==> src/rtl/msrv32_csr_file_if.sv <==
// CSR access bus between the stage-2 register and the CSR file.
// Carries address/op/operands in and the read data / illegal flag back.
interface msrv32_csr_file_if;
  logic [11:0] csr_addr_in;
  logic [2:0]  csr_op_in;
  logic        csr_wr_en_in;
  logic [31:0] rs1_in;
  logic [4:0]  csr_uimm_in;
  logic [31:0] csr_data_out;
  logic        illegal_csr_out;

  modport master (
    output csr_addr_in,
    output csr_op_in,
    output csr_wr_en_in,
    output rs1_in,
    output csr_uimm_in,
    input  csr_data_out,
    input  illegal_csr_out
  );

  modport slave (
    input  csr_addr_in,
    input  csr_op_in,
    input  csr_wr_en_in,
    input  rs1_in,
    input  csr_uimm_in,
    output csr_data_out,
    output illegal_csr_out
  );
endinterface

==> src/rtl/msrv32_csr_file.sv <==
// Machine-mode CSR file: trap state, mtvec/mscratch, 64-bit counters.
// Ports: clk_in, reset_n_in (sync, active low), csr bus (slave),
// instret_in, trap_*_in, mret_in, trap_address_out, epc_out, mie_out.
// Counters exist only when MSRV32_CSR_COUNTERS_EN is defined.
module msrv32_csr_file #(
  parameter logic [31:0] MTVEC_RESET = 32'h0000_0000,
  parameter logic [31:0] MHARTID     = 32'h0000_0000
) (
  input  logic                     clk_in,
  input  logic                     reset_n_in,
  msrv32_csr_file_if.slave         csr,
  input  logic                     instret_in,
  input  logic                     trap_taken_in,
  input  logic [31:0]              trap_cause_in,
  input  logic [31:0]              trap_pc_in,
  input  logic [31:0]              trap_tval_in,
  input  logic                     mret_in,
  output logic [31:0]              trap_address_out,
  output logic [31:0]              epc_out,
  output logic                     mie_out
);

  logic        mie_q;
  logic        mpie_q;
  logic [31:0] mtvec_q;
  logic [31:0] mscratch_q;
  logic [31:0] mepc_q;
  logic [31:0] mcause_q;
  logic [31:0] mtval_q;
  logic [63:0] mcycle;
  logic [63:0] minstret;

  logic [31:0] rdata;
  logic        mapped;
  logic [31:0] src;
  logic [31:0] new_val;
  logic        ro_addr;
  logic        wr_ok;
  logic [11:0] addr;

  assign addr = csr.csr_addr_in;

  always_comb begin
    rdata  = '0;
    mapped = 1'b1;
    unique case (addr)
      12'h300: rdata = {19'b0, 2'b11, 3'b0, mpie_q,
                        3'b0, mie_q, 3'b0};
      12'h301: rdata = 32'h4000_0100;
      12'h305: rdata = mtvec_q;
      12'h340: rdata = mscratch_q;
      12'h341: rdata = mepc_q;
      12'h342: rdata = mcause_q;
      12'h343: rdata = mtval_q;
      12'hB00: rdata = mcycle[31:0];
      12'hB02: rdata = minstret[31:0];
      12'hB80: rdata = mcycle[63:32];
      12'hB82: rdata = minstret[63:32];
      12'hF11,
      12'hF12,
      12'hF13: rdata = '0;
      12'hF14: rdata = MHARTID;
      default: mapped = 1'b0;
    endcase
  end

  assign csr.csr_data_out = rdata;

  assign src = csr.csr_op_in[2] ? {27'b0, csr.csr_uimm_in}
                                : csr.rs1_in;

  always_comb begin
    new_val = rdata;
    unique case (csr.csr_op_in[1:0])
      2'b01:   new_val = src;
      2'b10:   new_val = rdata | src;
      2'b11:   new_val = rdata & ~src;
      default: new_val = rdata;
    endcase
  end

  assign ro_addr = (addr[11:10] == 2'b11);

  assign csr.illegal_csr_out = csr.csr_wr_en_in
    & (~mapped | (ro_addr & (csr.csr_op_in[1:0] != 2'b00)));

  // A trap in the same cycle swallows the CSR write.
  assign wr_ok = csr.csr_wr_en_in
    & (csr.csr_op_in[1:0] != 2'b00)
    & mapped & ~ro_addr & ~trap_taken_in;

  always_ff @(posedge clk_in) begin
    if (!reset_n_in) begin
      mie_q      <= 1'b0;
      mpie_q     <= 1'b0;
      mtvec_q    <= MTVEC_RESET & ~32'h3;
      mscratch_q <= '0;
      mepc_q     <= '0;
      mcause_q   <= '0;
      mtval_q    <= '0;
    end else begin
      if (trap_taken_in) begin
        mpie_q   <= mie_q;
        mie_q    <= 1'b0;
        mepc_q   <= trap_pc_in & ~32'h3;
        mcause_q <= trap_cause_in;
        mtval_q  <= trap_tval_in;
      end else begin
        if (mret_in) begin
          mie_q  <= mpie_q;
          mpie_q <= 1'b1;
        end else if (wr_ok && addr == 12'h300) begin
          mie_q  <= new_val[3];
          mpie_q <= new_val[7];
        end
        if (wr_ok && addr == 12'h341)
          mepc_q <= new_val & ~32'h3;
        if (wr_ok && addr == 12'h342)
          mcause_q <= new_val;
        if (wr_ok && addr == 12'h343)
          mtval_q <= new_val;
      end
      if (wr_ok && addr == 12'h305)
        mtvec_q <= new_val & ~32'h3;
      if (wr_ok && addr == 12'h340)
        mscratch_q <= new_val;
    end
  end

`ifdef MSRV32_CSR_COUNTERS_EN
  logic [63:0] mcycle_q;
  logic [63:0] minstret_q;

  // A write to either half freezes the whole counter that cycle.
  always_ff @(posedge clk_in) begin
    if (!reset_n_in) begin
      mcycle_q   <= '0;
      minstret_q <= '0;
    end else begin
      if (wr_ok && addr == 12'hB00)
        mcycle_q[31:0] <= new_val;
      else if (wr_ok && addr == 12'hB80)
        mcycle_q[63:32] <= new_val;
      else
        mcycle_q <= mcycle_q + 64'd1;

      if (wr_ok && addr == 12'hB02)
        minstret_q[31:0] <= new_val;
      else if (wr_ok && addr == 12'hB82)
        minstret_q[63:32] <= new_val;
      else if (instret_in)
        minstret_q <= minstret_q + 64'd1;
    end
  end

  assign mcycle   = mcycle_q;
  assign minstret = minstret_q;
`else
  logic unused_instret;
  assign unused_instret = instret_in;
  assign mcycle   = '0;
  assign minstret = '0;
`endif

  assign trap_address_out = mtvec_q;
  assign epc_out          = mepc_q;
  assign mie_out          = mie_q;

endmodule
==> src/flat_wrapper.sv <==
// flat-port wrapper written by rule: the top's interface ports become plain ports
module msrv32_csr_file_flat 
#(
  parameter logic [31:0] MTVEC_RESET = 32'h0000_0000,
  parameter logic [31:0] MHARTID     = 32'h0000_0000
)
  (clk_in, reset_n_in, instret_in, trap_taken_in, trap_cause_in, trap_pc_in, trap_tval_in, mret_in, trap_address_out, epc_out, mie_out, csr_csr_addr_in, csr_csr_op_in, csr_csr_wr_en_in, csr_rs1_in, csr_csr_uimm_in, csr_csr_data_out, csr_illegal_csr_out);
  msrv32_csr_file_if csr_i ();
  input  logic clk_in;
  input  logic reset_n_in;
  input  logic instret_in;
  input  logic trap_taken_in;
  input  logic [31:0] trap_cause_in;
  input  logic [31:0] trap_pc_in;
  input  logic [31:0] trap_tval_in;
  input  logic mret_in;
  output logic [31:0] trap_address_out;
  output logic [31:0] epc_out;
  output logic mie_out;
  input wire logic [$bits(csr_i.csr_addr_in)-1:0] csr_csr_addr_in;
  input wire logic [$bits(csr_i.csr_op_in)-1:0] csr_csr_op_in;
  input wire logic [$bits(csr_i.csr_wr_en_in)-1:0] csr_csr_wr_en_in;
  input wire logic [$bits(csr_i.rs1_in)-1:0] csr_rs1_in;
  input wire logic [$bits(csr_i.csr_uimm_in)-1:0] csr_csr_uimm_in;
  output wire logic [$bits(csr_i.csr_data_out)-1:0] csr_csr_data_out;
  output wire logic [$bits(csr_i.illegal_csr_out)-1:0] csr_illegal_csr_out;
  assign csr_i.csr_addr_in = csr_csr_addr_in;
  assign csr_i.csr_op_in = csr_csr_op_in;
  assign csr_i.csr_wr_en_in = csr_csr_wr_en_in;
  assign csr_i.rs1_in = csr_rs1_in;
  assign csr_i.csr_uimm_in = csr_csr_uimm_in;
  assign csr_csr_data_out = csr_i.csr_data_out;
  assign csr_illegal_csr_out = csr_i.illegal_csr_out;
  msrv32_csr_file #(.MTVEC_RESET(MTVEC_RESET), .MHARTID(MHARTID)) u_core (.clk_in(clk_in), .reset_n_in(reset_n_in), .csr(csr_i), .instret_in(instret_in), .trap_taken_in(trap_taken_in), .trap_cause_in(trap_cause_in), .trap_pc_in(trap_pc_in), .trap_tval_in(trap_tval_in), .mret_in(mret_in), .trap_address_out(trap_address_out), .epc_out(epc_out), .mie_out(mie_out));
endmodule
==> config.mk <==
export PLATFORM = sky130hd
export DESIGN_NAME = msrv32_csr_file_flat
export DESIGN_NICKNAME = d
export VERILOG_FILES = /design/src/rtl/msrv32_csr_file_if.sv /design/src/rtl/msrv32_csr_file.sv /design/src/flat_wrapper.sv
export SDC_FILE = /design/constraint.sdc
export NUM_CORES = 1
export LEC_CHECK = 0
export CAP_MARGIN = 15
export CORE_UTILIZATION = 45
export CTS_CLUSTER_DIAMETER = 60
export CTS_CLUSTER_SIZE = 14
export DETAILED_ROUTE_END_ITERATION = 10
export DONT_BUFFER_PORTS = 1
export SKIP_CTS_REPAIR_TIMING = 1
export SYNTH_ARGS = -nofsm -noshare
export SYNTH_HDL_FRONTEND = slang
export SYNTH_SLANG_ARGS = --single-unit
==> constraint.sdc <==
create_clock -name clk_in -period 3.2 [get_ports clk_in]
set_input_delay 0.64 -clock clk_in [delete_from_list [all_inputs] [get_ports clk_in]]
set_output_delay 0.64 -clock clk_in [all_outputs]
set_load 0.03 [all_outputs]
Yosys cells after proc, flatten, opt, wreduce, memory -nomap -nowiden
Cells that the tools add are included.
{"block": "op_classes", "n_eq_ne": 19, "muxes": 15, "n_bitwise": 14, "n_reduce_logical": 14}
{"operator": "2-to-1 mux 32 bit", "count": 7}
{"operator": "one-hot mux 32 bit (7 select lines)", "count": 1}
{"operator": "== test 12 bit (second input constant)", "count": 8}
{"operator": "one-hot mux 32 bit (3 select lines)", "count": 1}
{"operator": "== test 12 x 10 -> 1 bit (second input constant)", "count": 7}
{"operator": "AND 32 bit", "count": 1}
{"operator": "inverter 32 bit", "count": 1}
{"operator": "OR 32 bit", "count": 1}
{"operator": "OR reduction 15 bit", "count": 1}
{"operator": "nonzero test 2 bit", "count": 5}
{"operator": "AND 1 bit", "count": 6}
{"operator": "== test 2 bit (second input constant)", "count": 3}
{"operator": "logical AND 1 bit", "count": 6}
{"operator": "2-to-1 mux 1 bit", "count": 6}
{"operator": "inverter 1 bit", "count": 4}
{"operator": "nonzero test 3 bit", "count": 1}
{"operator": "== test 2 x 1 -> 1 bit (second input constant)", "count": 1}
{"operator": "OR reduction 2 bit", "count": 1}
{"operator": "OR 1 bit", "count": 1}
{"block": "totals", "reg_bits": 158, "inputBits": 154, "out_inout_bits": 98, "elab_cells": 69}

Logic depth before layout (Yosys ltp)
{"block": "depth", "depth_word": 10, "depth_mapped": 10, "ltp_nobuf": 6}

Least setup slack after synthesis
OpenSTA, ideal clock, no wires.
{"block": "synth_timing", "path_kind": "input-to-output", "start": "input csr_csr_addr_in[6]", "end": "output csr_csr_data_out[2]", "t_arrival_ps": 2590, "required_ps": 2560, "slack_ps": -30, "stages": 6, "path_buffers": 3, "cell_sequence": "buf_4 or4b_1 buf_2 or4_4 buf_6 o221ai_1"}
{"block": "synth_via", "elab_chain_cells": 2, "elab_cells_between_ends": 8, "classes_between": "7 x eq/ne; 1 x mux"}
{"item": "start, declared", "line": "flat_wrapper.sv:20", "source": "input wire logic [$bits(csr_i.csr_addr_in)-1:0] csr_csr_addr_in;"}
{"item": "== test 12 x 10 -> 1 bit", "line": "msrv32_csr_file.sv:46", "source": "unique case (addr)"}
{"item": "one-hot mux 32 bit (7 select lines) *", "line": "msrv32_csr_file.sv:46"}
{"item": "end, declared", "line": "flat_wrapper.sv:25", "source": "output wire logic [$bits(csr_i.csr_data_out)-1:0] csr_csr_data_out;"}
Every way passes the cells marked *; elsewhere a longest branch is shown, timed or not.

Worst setup path in the final report
{"block": "layout_timing", "start": "input csr_csr_addr_in[5]", "end": "output csr_csr_data_out[28]"}
Same word-level chain as after synthesis.

==> impl_metrics.json <==
{
  "wl_per_cell_um": 24.5,
  "syn_inst": 1223,
  "p_comb_share_pct": 10.7,
  "pwr-share-clk_pct": 42.3,
  "holdCritPathClass": "input port to register",
  "drtIter0Drc": 1022,
  "setup_violations": 0,
  "slowest_stage": "or4b_1",
  "hold_viol": 0,
  "p_per_area_nw_per_um2": 430,
  "muxShareOfSynthArea_pct": 4.88,
  "cts_sinks": 158,
  "synth-seq-area-share_pct": 33.4,
  "dr_total_vias": 9872,
  "dp_worst_setup_slack_ns": 0.0779,
  "crit_top_cell": "buf_4",
  "min_period_over_period_pct": 97.0,
  "total_power_mw": 4.59,
  "dr.pass1.iters": 8,
  "synth_flop_cell": "dfxtp_1",
  "min_period_ns": 3.10,
  "worst_pin_slew_ns": 0.974,
  "critical_path.max_fanout": 13,
  "end_kind": "output port",
  "die_h_um": 147,
  "synth_compound_area_share_pct": 31.3,
  "wl_um": 36800,
  "area_growth_pct": 12.8,
  "layoutNonFillerInstCount": 1502,
  "synth.most_common_cell": "nand2_1",
  "criticalPathCategory": "input port to output port",
  "placementRows": 52,
  "io_pins": 252,
  "multiInputGateArea_um2": 5800,
  "r2r-start": "u_core.epc_out[4]$_SDFFE_PN0P_",
  "cp.arrival_ns": 2.46,
  "relSlewSlack_pct": 34.9,
  "grt_max_degree": 137,
  "worstHoldStart": "mret_in",
  "die_area_um2": 21600,
  "r2r_end": "u_core.epc_out[4]$_SDFFE_PN0P_",
  "start_util_pct": 46.3,
  "cp.depth": 7,
  "synth_cell_type_count": 74,
  "synth-edff-count": 0,
  "regArea_um2": 3160,
  "grt_first_pass_wirelength_um": 55000,
  "cts_tree": "built",
  "viasPerCell": 6.57,
  "avgSynthCellArea_um2": 7.74,
  "synth.area.top_cells": "dfxtp_1 (33%), nand2_1 (8.3%), o21ai_0 (5.9%)",
  "yosysTopAreaCell": "dfxtp_1",
  "hold_depth": 1,
  "grt.total_usage_pct": 33.4,
  "maxCapViolCount": 0,
  "ant_nets": 0,
  "place_congestion": 0.907,
  "status": "completed",
  "power_leakage_nw": 3.92,
  "clk_pin_slew_ns": 0.06,
  "dpl.cell_count": 1467,
  "seqPwrFrac_pct": 46.9,
  "grt_pass1_vias": 9284,
  "worstPathRequired_ns": 2.56,
  "drive_above_1_share_pct": 11.6,
  "r2r_setup_slack_ns": 0.96,
  "synth_top_family_by_area": "compound AO/OA/AOI/OAI gates",
  "die_w_um": 147,
  "finalWorstSetupSlack_ns": 0.0969,
  "slowest_delay_ns": 0.57,
  "synth_xor_area_share_pct": 2.31,
  "fin_nets": 1370,
  "switching_share_pct": 28.0,
  "drc": 0,
  "crit_family": "simple AND/OR/NAND/NOR gates",
  "portBuffers": 0,
  "internal_power_mw": 3.30,
  "cp-start-kind": "input port",
  "drv_slew": 0,
  "worstPathCellList": "or4b_1 > buf_4 > nor4_2 > buf_4 > a22oi_1 > nand2_1 > buf_4",
  "hpwl_um": 24400,
  "synth_common_cells": "nand2_1 (210), dfxtp_1 (158), o21ai_0 (112)",
  "fillers": 2046,
  "cts_max_level": 4,
  "whs_endpoint": "u_core.mie_out$_SDFFE_PP0P_",
  "hold-worst-slack_ns": 0.329,
  "switchingPower_mw": 1.29,
  "synth-adder-area-share_pct": 0,
  "cts_root_buf": "clkbuf_16",
  "rsz0062_at_grt": "false",
  "vdd_ir_drop_max_mv": 0.319,
  "gr-total-overflow": 0,
  "ys_ff_latch": 158,
  "synthArstFlopShare_pct": 0,
  "netlist_area_um2": 9470,
  "path_buf_inv": 3,
  "synth_warnings": 0,
  "core-area_um2": 20400,
  "r2r_cells": 7,
  "cts_buffers": 17,
  "fin_tns_setup_ns": 0,
  "synth_top_area_share_pct": 33.4,
  "synthSimpleGateAreaFrac_pct": 22.3,
  "fin_worst_skew_ns": 0.0104,
  "grt_antenna_before_repair": 4,
  "cts_buffer_depth": 2,
  "clk_latency_ns": 0.43,
  "max_freq_ghz": 0.322
}
[worst max path at each step]
stage                       startpoint                    to  slack [ns]
floorplan           csr_csr_addr_in[6]  csr_csr_data_out[20]       0.008
global placement    csr_csr_addr_in[5]   csr_csr_data_out[0]        0.08
detailed placement  csr_csr_addr_in[5]   csr_csr_data_out[0]        0.08
CTS                 csr_csr_addr_in[5]   csr_csr_data_out[0]        0.07
global route        csr_csr_addr_in[5]  csr_csr_data_out[28]        0.02
finish              csr_csr_addr_in[5]  csr_csr_data_out[28]         0.1
[flip-flops by register name (all words and copies together) (netlist names)]
signal                   cells
u_core.mcause_q             32
u_core.mscratch_q           32
u_core.mpie_q                1
u_core.mie_out               1
u_core.trap_address_out     30
u_core.epc_out              30
u_core.mtval_q              32
[final cells by class]
class | count | area share (%)
inverters | 21 | 0.762
well taps | 270 | 3.16
clock buffers | 21 | 4.41
repair buffers | 78 | 6.92
clock inverters | 11 | 0.773
diodes | 3 | 0.0703
multi-input cells | 940 | 54.3
flip-flops and latches | 158 | 29.6
[power by group through the flow]
| stage | Combinational, mW | Sequential (mW) | Clock, mW |
|---|---|---|---|
| final | 0.493 | 2.16 | 1.94 |
| after global placement | 0.480 | 2.20 | 0 |
| after CTS | 0.488 | 2.15 | 1.96 |
| after detailed placement | 0.485 | 2.20 | 0 |
| after global routing | 0.542 | 2.16 | 2.06 |
| after floorplan | 0.442 | 2.18 | 0 |
[cells by family (layout without fill, tap and decap cells)]
family	count (synthesis)	count (layout)
AOI/OAI and AO/OA	443	443
xor gates and xnor gates	25	25
and+or+nand+nor	424	424
DFF	158	158
muxes	44	44
buffers and inverters	128	131
other	1	7
[routing by layer]
metal  vias up  share of wire [%]  track usage (%)
li1       4539                  -                -
met1      4725                 42             45.5
met2       549                 46             51.5
met3        57                9.9             7.73
met4         2                2.1             11.6
met5         -              0.035                0
[stage by stage]
stage | util (%) | instance area (um2)
after global routing | 52.3 | 10700
after detailed placement | 49.5 | 10100
after CTS | 52.2 | 10700
after global placement | 49.5 | 10100
after floorplan | - | 9490
final | 52.3 | 10700
[cells in the final DEF (no fill, tap or decap), types with 15 or more instances in the layout]
cell type | netlist | routed
mux2i_1 | 36 | 36
a211oi_1 | 17 | 17
o21ai_0 | 112 | 112
a32o_1 | 27 | 27
nor2_1 | 34 | 34
dfxtp_1 | 158 | 158
nand3_1 | 48 | 48
and3_1 | 19 | 19
nor2b_1 | 24 | 24
xnor2_1 | 23 | 23
nand2_1 | 210 | 210
clkbuf_16 | 0 | 17
a21oi_1 | 71 | 71
a31oi_1 | 45 | 45
o21a_1 | 23 | 23
buf_4 | 5 | 65
inv_1 | 19 | 19
a22oi_1 | 33 | 33
o22ai_1 | 15 | 15
[worst register-to-register path: cells and delay by family (launching register included)]
kind	cells	cell delay, ns
flip-flops	1	0.61
AO/OA/AOI/OAI	4	1.11
AND/OR/NAND/NOR	2	0.26
buffers and inverters	1	0.20
No activity file was read; power rests on OpenSTA's default activity.
